==> src/rtl/carrier_seq_ctrl.sv <==
// Start/stop/update sequencer for a bank of N_CARR PWM carrier channels.
// Optional stop watchdog is built when CARR_STOP_TIMEOUT_EN is defined.
module carrier_seq_ctrl #(
  parameter int unsigned N_CARR         = 8,
  parameter int unsigned CW             = 16,
  parameter int unsigned ARM_CYCLES     = 2,
  parameter int unsigned TIMEOUT_CYCLES = 65535
) (
  input  logic                 clk,
  input  logic                 reset,
  input  logic                 start_req,
  input  logic                 stop_req,
  input  logic                 upd_req,
  input  logic [CW-1:0]        period_in,
  input  logic [N_CARR*CW-1:0] phase_in,
  input  logic [N_CARR-1:0]    maskevent,
  output logic [N_CARR-1:0]    pwm_onoff,
  output logic [CW-1:0]        period_out,
  output logic [N_CARR*CW-1:0] initcarr_out,
  output logic                 upd_ack,
  output logic                 busy,
  output logic                 done,
  output logic                 cfg_err,
  output logic                 stop_timeout
);

  typedef enum logic [2:0] {StIdle, StLoad, StArm, StRun, StStop} state_e;

  state_e               state_q, state_d;
  logic [3:0]           arm_cnt_q, arm_cnt_d;
  logic [N_CARR-1:0]    pwm_q, pwm_d;
  logic [CW-1:0]        period_q, period_d;
  logic [N_CARR*CW-1:0] initcarr_q, initcarr_d;
  logic                 upd_ack_q, upd_ack_d;
  logic                 done_q, done_d;
  logic                 cfg_err_q, cfg_err_d;
  logic                 tmo_flag_q, tmo_flag_d;
  logic [N_CARR*CW-1:0] clamp_phase;
  logic                 clamp_err;
  logic                 tmo_hit;

`ifdef CARR_STOP_TIMEOUT_EN
  localparam int unsigned TW = $clog2(TIMEOUT_CYCLES + 1);
  logic [TW-1:0] tmo_cnt_q;

  // Counts cycles spent in STOP; zeroed on every other state so each entry restarts it.
  always_ff @(posedge clk) begin
    if (reset || state_q != StStop) tmo_cnt_q <= '0;
    else                            tmo_cnt_q <= tmo_cnt_q + TW'(1);
  end
  assign tmo_hit = (state_q == StStop) && (tmo_cnt_q == TW'(TIMEOUT_CYCLES - 1));
`else
  logic unused_tmo;
  assign unused_tmo = ^TIMEOUT_CYCLES;
  assign tmo_hit    = 1'b0;
`endif

  // A phase is legal only below the period; period 0 therefore clamps everything.
  always_comb begin
    clamp_phase = '0;
    clamp_err   = 1'b0;
    for (int k = 0; k < int'(N_CARR); k++) begin
      if (phase_in[k*CW +: CW] < period_in) clamp_phase[k*CW +: CW] = phase_in[k*CW +: CW];
      else                                  clamp_err = 1'b1;
    end
  end

  always_comb begin
    state_d    = state_q;
    arm_cnt_d  = arm_cnt_q;
    pwm_d      = pwm_q;
    period_d   = period_q;
    initcarr_d = initcarr_q;
    upd_ack_d  = 1'b0;
    done_d     = 1'b0;
    cfg_err_d  = cfg_err_q;
    tmo_flag_d = tmo_flag_q;
    unique case (state_q)
      StIdle: begin
        pwm_d = '0;
        if (start_req && !stop_req) begin
          state_d   = StLoad;
          cfg_err_d = 1'b0;
        end
      end
      StLoad: begin
        if (stop_req) begin
          state_d = StIdle;
        end else begin
          period_d   = period_in;
          initcarr_d = clamp_phase;
          if (clamp_err) cfg_err_d = 1'b1;
          arm_cnt_d  = '0;
          state_d    = StArm;
        end
      end
      StArm: begin
        if (stop_req) begin
          state_d = StIdle;
        end else if (arm_cnt_q == 4'(ARM_CYCLES - 1)) begin
          state_d = StRun;
          pwm_d   = '1;
        end else begin
          arm_cnt_d = arm_cnt_q + 4'd1;
        end
      end
      StRun: begin
        if (stop_req) begin
          state_d = StStop;
        end else if (upd_req && maskevent[0]) begin
          period_d   = period_in;
          initcarr_d = clamp_phase;
          if (clamp_err) cfg_err_d = 1'b1;
          upd_ack_d  = 1'b1;
        end
      end
      StStop: begin
        pwm_d = pwm_q & ~maskevent;
        if (tmo_hit) begin
          pwm_d      = '0;
          tmo_flag_d = 1'b1;
        end
        if (pwm_d == '0) begin
          state_d = StIdle;
          done_d  = 1'b1;
        end
      end
      default: state_d = StIdle;
    endcase
  end

  always_ff @(posedge clk) begin
    if (reset) begin
      state_q    <= StIdle;
      arm_cnt_q  <= '0;
      pwm_q      <= '0;
      period_q   <= '0;
      initcarr_q <= '0;
      upd_ack_q  <= 1'b0;
      done_q     <= 1'b0;
      cfg_err_q  <= 1'b0;
      tmo_flag_q <= 1'b0;
    end else begin
      state_q    <= state_d;
      arm_cnt_q  <= arm_cnt_d;
      pwm_q      <= pwm_d;
      period_q   <= period_d;
      initcarr_q <= initcarr_d;
      upd_ack_q  <= upd_ack_d;
      done_q     <= done_d;
      cfg_err_q  <= cfg_err_d;
      tmo_flag_q <= tmo_flag_d;
    end
  end

  assign pwm_onoff    = pwm_q;
  assign period_out   = period_q;
  assign initcarr_out = initcarr_q;
  assign upd_ack      = upd_ack_q;
  assign busy         = (state_q != StIdle);
  assign done         = done_q;
  assign cfg_err      = cfg_err_q;
  assign stop_timeout = tmo_flag_q;

endmodule

==> config.mk <==
export PLATFORM = sky130hd
export DESIGN_NAME = carrier_seq_ctrl
export DESIGN_NICKNAME = d
export VERILOG_FILES = /design/src/rtl/carrier_seq_ctrl.sv
export SDC_FILE = /design/constraint.sdc
export NUM_CORES = 1
export LEC_CHECK = 0
export ABC_CLOCK_PERIOD_IN_PS = 2050
export BUFFER_PORTS_ARGS = -buffer_cell sky130_fd_sc_hd__buf_2
export CORE_UTILIZATION = 40
export DETAILED_ROUTE_END_ITERATION = 10
export HOLD_SLACK_MARGIN = 0.06
export PLACE_DENSITY = 0.68
export SLEW_MARGIN = 10
export SYNTH_ARGS = -nofsm -noshare
export SYNTH_HDL_FRONTEND = slang
export SYNTH_SLANG_ARGS = --single-unit
==> constraint.sdc <==
create_clock -name clk -period 2.05 [get_ports clk]
set_input_delay 0 -clock clk [delete_from_list [all_inputs] [get_ports clk]]
set_output_delay 0 -clock clk [all_outputs]
set_load 0.02 [all_outputs]
## Word-level counts from Yosys, hierarchy flattened

Index checks and enable logic that the tools add are counted.

| storage, ports and cells | value |
|---|---|
| logic and storage cells | 100 |
| flip-flop bits (word level) | 162 |
| input bits | 157 |
| output and inout port bits | 157 |

| operators by class | value |
|---|---|
| magnitude comparators | 8 |
| reduce and logical (&&, ||, !) cells | 17 |
| add/subtract/negate cells | 1 |
| bitwise operators | 4 |
| mux-type cells | 47 |
| eq/ne operators | 15 |

Operators with widths:

| cell | number |
|---|---|
| $mux W128 | 3 |
| $pmux W128 S2 | 1 |
| $mux W16 | 11 |
| $lt A16 B16 Y1 | 8 |
| $pmux W16 S2 | 1 |
| $mux W8 | 3 |
| $pmux W8 S3 | 1 |
| $ne A2 B2 Y1 const B | 9 |
| $mux W1 | 15 |
| $mux W3 | 5 |
| $pmux W3 S5 | 1 |
| $mux W4 | 3 |
| $reduce_and A4 Y1 | 3 |
| $reduce_bool A3 Y1 | 3 |
| $and A8 B8 Y8 | 1 |
| $logic_not A8 Y1 | 1 |
| $not A8 Y8 | 1 |
| $pmux W4 S2 | 1 |
| $eq A3 B2 Y1 const B | 2 |
| $reduce_and A5 Y1 | 1 |
| $add A4 B1 Y4 const B | 1 |
| $eq A4 B1 Y1 const B | 1 |
| $reduce_bool A2 Y1 | 2 |
| $eq A3 B1 Y1 const B | 1 |
| other kinds (11) | 13 |

## Longest topological paths before layout

| logic depth | value |
|---|---|
| word-level depth | 13 |
| gate-level depth with buffers | 10 |
| gate-level depth less buffers | 9 |

## Least setup slack after synthesis

OpenSTA, ideal clock, no wires.

| timing path | value |
|---|---|
| path type | input -> register |
| start | input period_in[2] |
| end | register initcarr_q[118], in the netlist initcarr_out[118] |
| cell stages on the path | 10 |
| data arrival time | 1899 ps |
| buffers on the path | 1 |
| data required time | 1980 ps |
| library setup time | 70 ps |
| slack | 81 ps |
| cell sequence | inv_1 -> ha_1 -> a21o_1 -> a31oi_1 -> o21ai_1 -> a2111o_1 -> a41oi_4 -> buf_6 -> nand3_1 -> a21oi_1 |

| on the way | value |
|---|---|
| cells in the longest elaborated chain, start to end | 5 |
| elaborated cells between the ends (all ways) | 6 |
| classes of those cells | order compare (1); mux (5) |

Ends and longest elaborated chain:

| what | line | RTL |
|---|---|---|
| start: declaration | 14 | `input logic [CW-1:0] period_in,` |
| $lt A16 B16 Y1 * | 63 | `if (phase_in[k*CW +: CW] < period_in) clamp_phase[k*CW +: CW] = phase_in[k*CW +: CW];` |
| $mux W16 * | 63 |  |
| $mux W128 | 110 | `end else if (upd_req && maskevent[0]) begin` |
| $mux W128 | 108 | `if (stop_req) begin` |
| $pmux W128 S2 * | 78 | `unique case (state_q)` |
| end signal: assignment | 148 | `initcarr_q <= initcarr_d;` |
| end: declaration | 33 | `logic [N_CARR*CW-1:0] initcarr_q, initcarr_d;` |

Every way passes the cells marked *; elsewhere a longest branch is shown, timed or not. The select of a mux whose other input is x is not followed.
A chain may end at the register's enable or synchronous reset.

## Worst setup path in the final report

| timing path | value |
|---|---|
| start | input phase_in[121] |
| end | register initcarr_q[112], in the netlist initcarr_out[112] |

| on the way | value |
|---|---|
| cells in the longest elaborated chain, start to end | 5 |
| elaborated cells between the ends (all ways) | 6 |
| classes of those cells | order compare (1); mux (5) |

Ends and longest elaborated chain:

| what | line | RTL |
|---|---|---|
| start: declaration | 15 | `input logic [N_CARR*CW-1:0] phase_in,` |
| $lt A16 B16 Y1 * | 63 |  |
| $mux W16 * | 63 |  |
| $mux W128 | 110 |  |
| $mux W128 | 108 |  |
| $pmux W128 S2 * | 78 |  |

Marks and branches as above.

==> out/results.ini <==
[detailed_routing]
drt_wl_total_mm = 34.1
drt_iter0_markers = 486
drt-pass1-iter-count = 5
drt-vias-per-instance = 5.37
drc = 0
num_vias = 9983
drtAntennaViolNets = 0
wl_per_cell_um = 18.4

[logic_synthesis]
synth-async-reset-ratio_pct = 0
synth-main-ff-cell = dfxtp_1
netlist_instances = 1069
ys_seq_area_share_pct = 37.5
synth_cell_types = 51
yosys_warnings = 0
avgSynthCellArea_um2 = 8.08
yosys_register_bits = 162
synth_edf_count = 0
netlist_area_um2 = 8640
syn_nets = 1348

[sta]
fin_crit_ps = 2030
tightest_slew_ps = 588
finalSetupViolations = 0
setup_slack_ps = 15.3
fin_tns_setup_ps = 0
drv_slew = 0
slew-limit-headroom_pct = 60.8
hold_viol_final = 0
fmax_mhz = 491
min_period_over_period_pct = 99.3
skew_ps = 10.2

[layout]
final_util_pct = 63.6
area.sequential_um2 = 3240
layout.nets = 1850
multi_input_area_um2 = 5160
fin_area_um2 = 13400
drive_gt1_share_pct = 27.8
area_growth_syn_to_layout_pct = 55.3
final.fill_count = 1754
num_antenna_cells = 0

[grt]
antenna_found_initial = 0
grt_util_all_layers_pct = 29.6
first_global_vias = 9541
grt_pass1_wl_mm = 50.7
gr-total-overflow = 0
grt_max_degree = 90

[clocking]
cts_tree = done
cts_max_level = 4
cts_root_buf = clkbuf_16
clockBufferDepth = 2
insertion_delay_ps = 430
clk_pin_slew_ps = 70
cts-buffers-inserted = 17
cts.sinks = 162

[flow_run]
drv_cap = 0

[critical_path]
critical_path.max_stage_delay_ps = 550
cp.arrival_ps = 2380
crit_type = primary input to flop
crit_fanout = 8
cp-end-kind = flop
crit_top_cell = a21oi_1
required_ps = 2390
worstPathCellList = dlygate4sd3_1 -> buf_2 -> ha_1 -> a21oi_1 -> o21ai_0 -> a221o_1 -> a41oi_4 -> clkbuf_16 -> nand3_1 -> a21oi_1
cpMaxStageDelayCell = dlygate4sd3_1
r2r-start = state_q[1]$_SDFFE_PP0P_
worstSetupStartpoint = phase_in[121]
cp-start-kind = primary input

[power]
p_leak_nw = 6.23
vdd_drop_max_mv = 0.544
finalPower_mw = 8.34
p_per_area_nw_per_um2 = 622

[floorplan]
dieHeight_um = 149
ios = 314
rows = 53
core_area_um2 = 21100
dieArea_um2 = 22200
die_w_um = 149
start_util_pct = 41.0

[placed_design]
portBuffers = 312
gp_congestion = 0.858
dpl_cell_area_um2 = 11000
dpl.hpwl_mm = 23.3
dpl_worst_slack_ps = -299

[outcome]
status = completed

[hold_path]
hp-class = primary input to flop
min_from = phase_in[125]

-- cell usage in the layout, fill, tap and decap left out, drive strengths merged, types with 4 or more instances in the layout --
master       count
buf            381
nand2          183
a21oi          173
dfxtp          162
dlygate4sd3    158
ha             122
nand3          101
nor2            74
inv             31
o21ai           30
clkbuf          22
a21o            17
a2bb2oi         16
nand4           11
nor2b           10
a211oi           9
nor3             8
nand2b           8
clkinv           6
o21a             4
and3             4
o22ai            4
o211ai           4
a2111oi          4
-- kinds of logic after synthesis --
kind of cell	Yosys count	synth area share (%)
AOI/OAI and AO/OA	277	18.9
xor gates and xnor gates	3	0.304
adders and majority gates	122	17.7
buffers and inverters	89	4.24
DFF	162	37.5
other	1	0.0434
and+or+nand+nor	415	21.2
-- Yosys cell counts, types with 2 or more instances --
| master | number | area, um^2 |
|---|---|---|
| and4_1 | 3 | 26.3 |
| clkbuf_1 | 44 | 165 |
| nor3b_1 | 2 | 15.0 |
| nand2b_1 | 8 | 50.1 |
| a211o_1 | 3 | 26.3 |
| a221o_1 | 2 | 20.0 |
| o21ai_0 | 29 | 145 |
| nor2_1 | 74 | 278 |
| o221ai_1 | 2 | 17.5 |
| ha_1 | 122 | 1530 |
| nand3_1 | 101 | 505 |
| a2bb2oi_1 | 16 | 140 |
| nor2b_1 | 10 | 62.6 |
| or2b_1 | 2 | 15.0 |
| or2_2 | 2 | 12.5 |
| o21a_1 | 4 | 30.0 |
| a31oi_1 | 3 | 18.8 |
| or3_1 | 2 | 12.5 |
| o22ai_1 | 4 | 25.0 |
| a211oi_1 | 8 | 60.1 |
| a2111oi_0 | 3 | 26.3 |
| dfxtp_1 | 162 | 3240 |
| buf_4 | 3 | 22.5 |
| nand4_1 | 11 | 68.8 |
| buf_2 | 11 | 55.1 |
| nor3_1 | 8 | 40.0 |
| a21oi_1 | 173 | 866 |
| xor2_1 | 2 | 17.5 |
| and3_1 | 4 | 25.0 |
| o211ai_1 | 4 | 30.0 |
| a21o_1 | 17 | 128 |
| inv_1 | 29 | 109 |
| nand2_1 | 183 | 687 |
-- routing by layer --
metal | vias up | global-route usage (%) | routed length, um
met1 | 4665 | 37.1 | 14500
met2 | 456 | 50.3 | 16400
met3 | 78 | 5.96 | 2280
li1 | 4784 | - | -
met5 | - | 0 | 0
met4 | 0 | 10.0 | 924
-- stage by stage --
step           hold slack (ps)  cells
2_1_floorplan              136   1069
5_1_grt                    377   1858
3_5_place_dp               261   1662
6_report                   332   1858
4_1_cts                    365   1851
3_3_place_gp               254   1662
-- critical path, delay by kind of cell --
family / cells / cell delay (ps)
fa+ha+maj: 1 / 290
simple gates: 1 / 80
buf+inv: 3 / 920
compound gates: 5 / 1070
-- cell type report --
class	count	area share [%]
repair buffers	543	29.5
well taps	275	2.56
multi-input cells	818	38.5
flip-flops and latches	162	24.2
clock inverters	12	1.17
clock buffers	19	3.30
inverters	29	0.811
-- power by group --
group	leakage (nW)	switching, mW	internal (mW)	total [mW]
Combinational	4.63	0.928	0.855	1.78
Sequential	1.31	0.0302	3.20	3.23
Clock	0.294	1.38	1.95	3.33
-- repair_timing --
item                                    4_1_cts  5_1_grt
resized for setup                             0       27
hold buffers                                158        1
endpoints found under the hold margin       158        1
buffers inserted                              0        4
endpoints found under the setup margin        0      101
-- final timing paths --
| check | end | slack [ps] | depth (start not counted) |
|---|---|---|---|
| setup / recovery | initcarr_out[112]$_SDFFE_PP0P_ | 20 | 10 |
| hold / removal | initcarr_out[125]$_SDFFE_PP0P_ | 330 | 3 |
| setup reg to reg | state_q[0]$_SDFFE_PP0P_ | 200 | 5 |
| hold reg to reg | initcarr_out[78]$_SDFFE_PP0P_ | 450 | 2 |
-- sequential cells by signal, summed over array words and instances, names as in the netlist --
| signal | count |
|---|---|
| done | 1 |
| initcarr_out | 128 |
| arm_cnt_q | 4 |
| cfg_err | 1 |
| period_out | 16 |
| upd_ack | 1 |
| pwm_onoff | 8 |
| state_q | 3 |
Power figures use the tool's default switching activity.
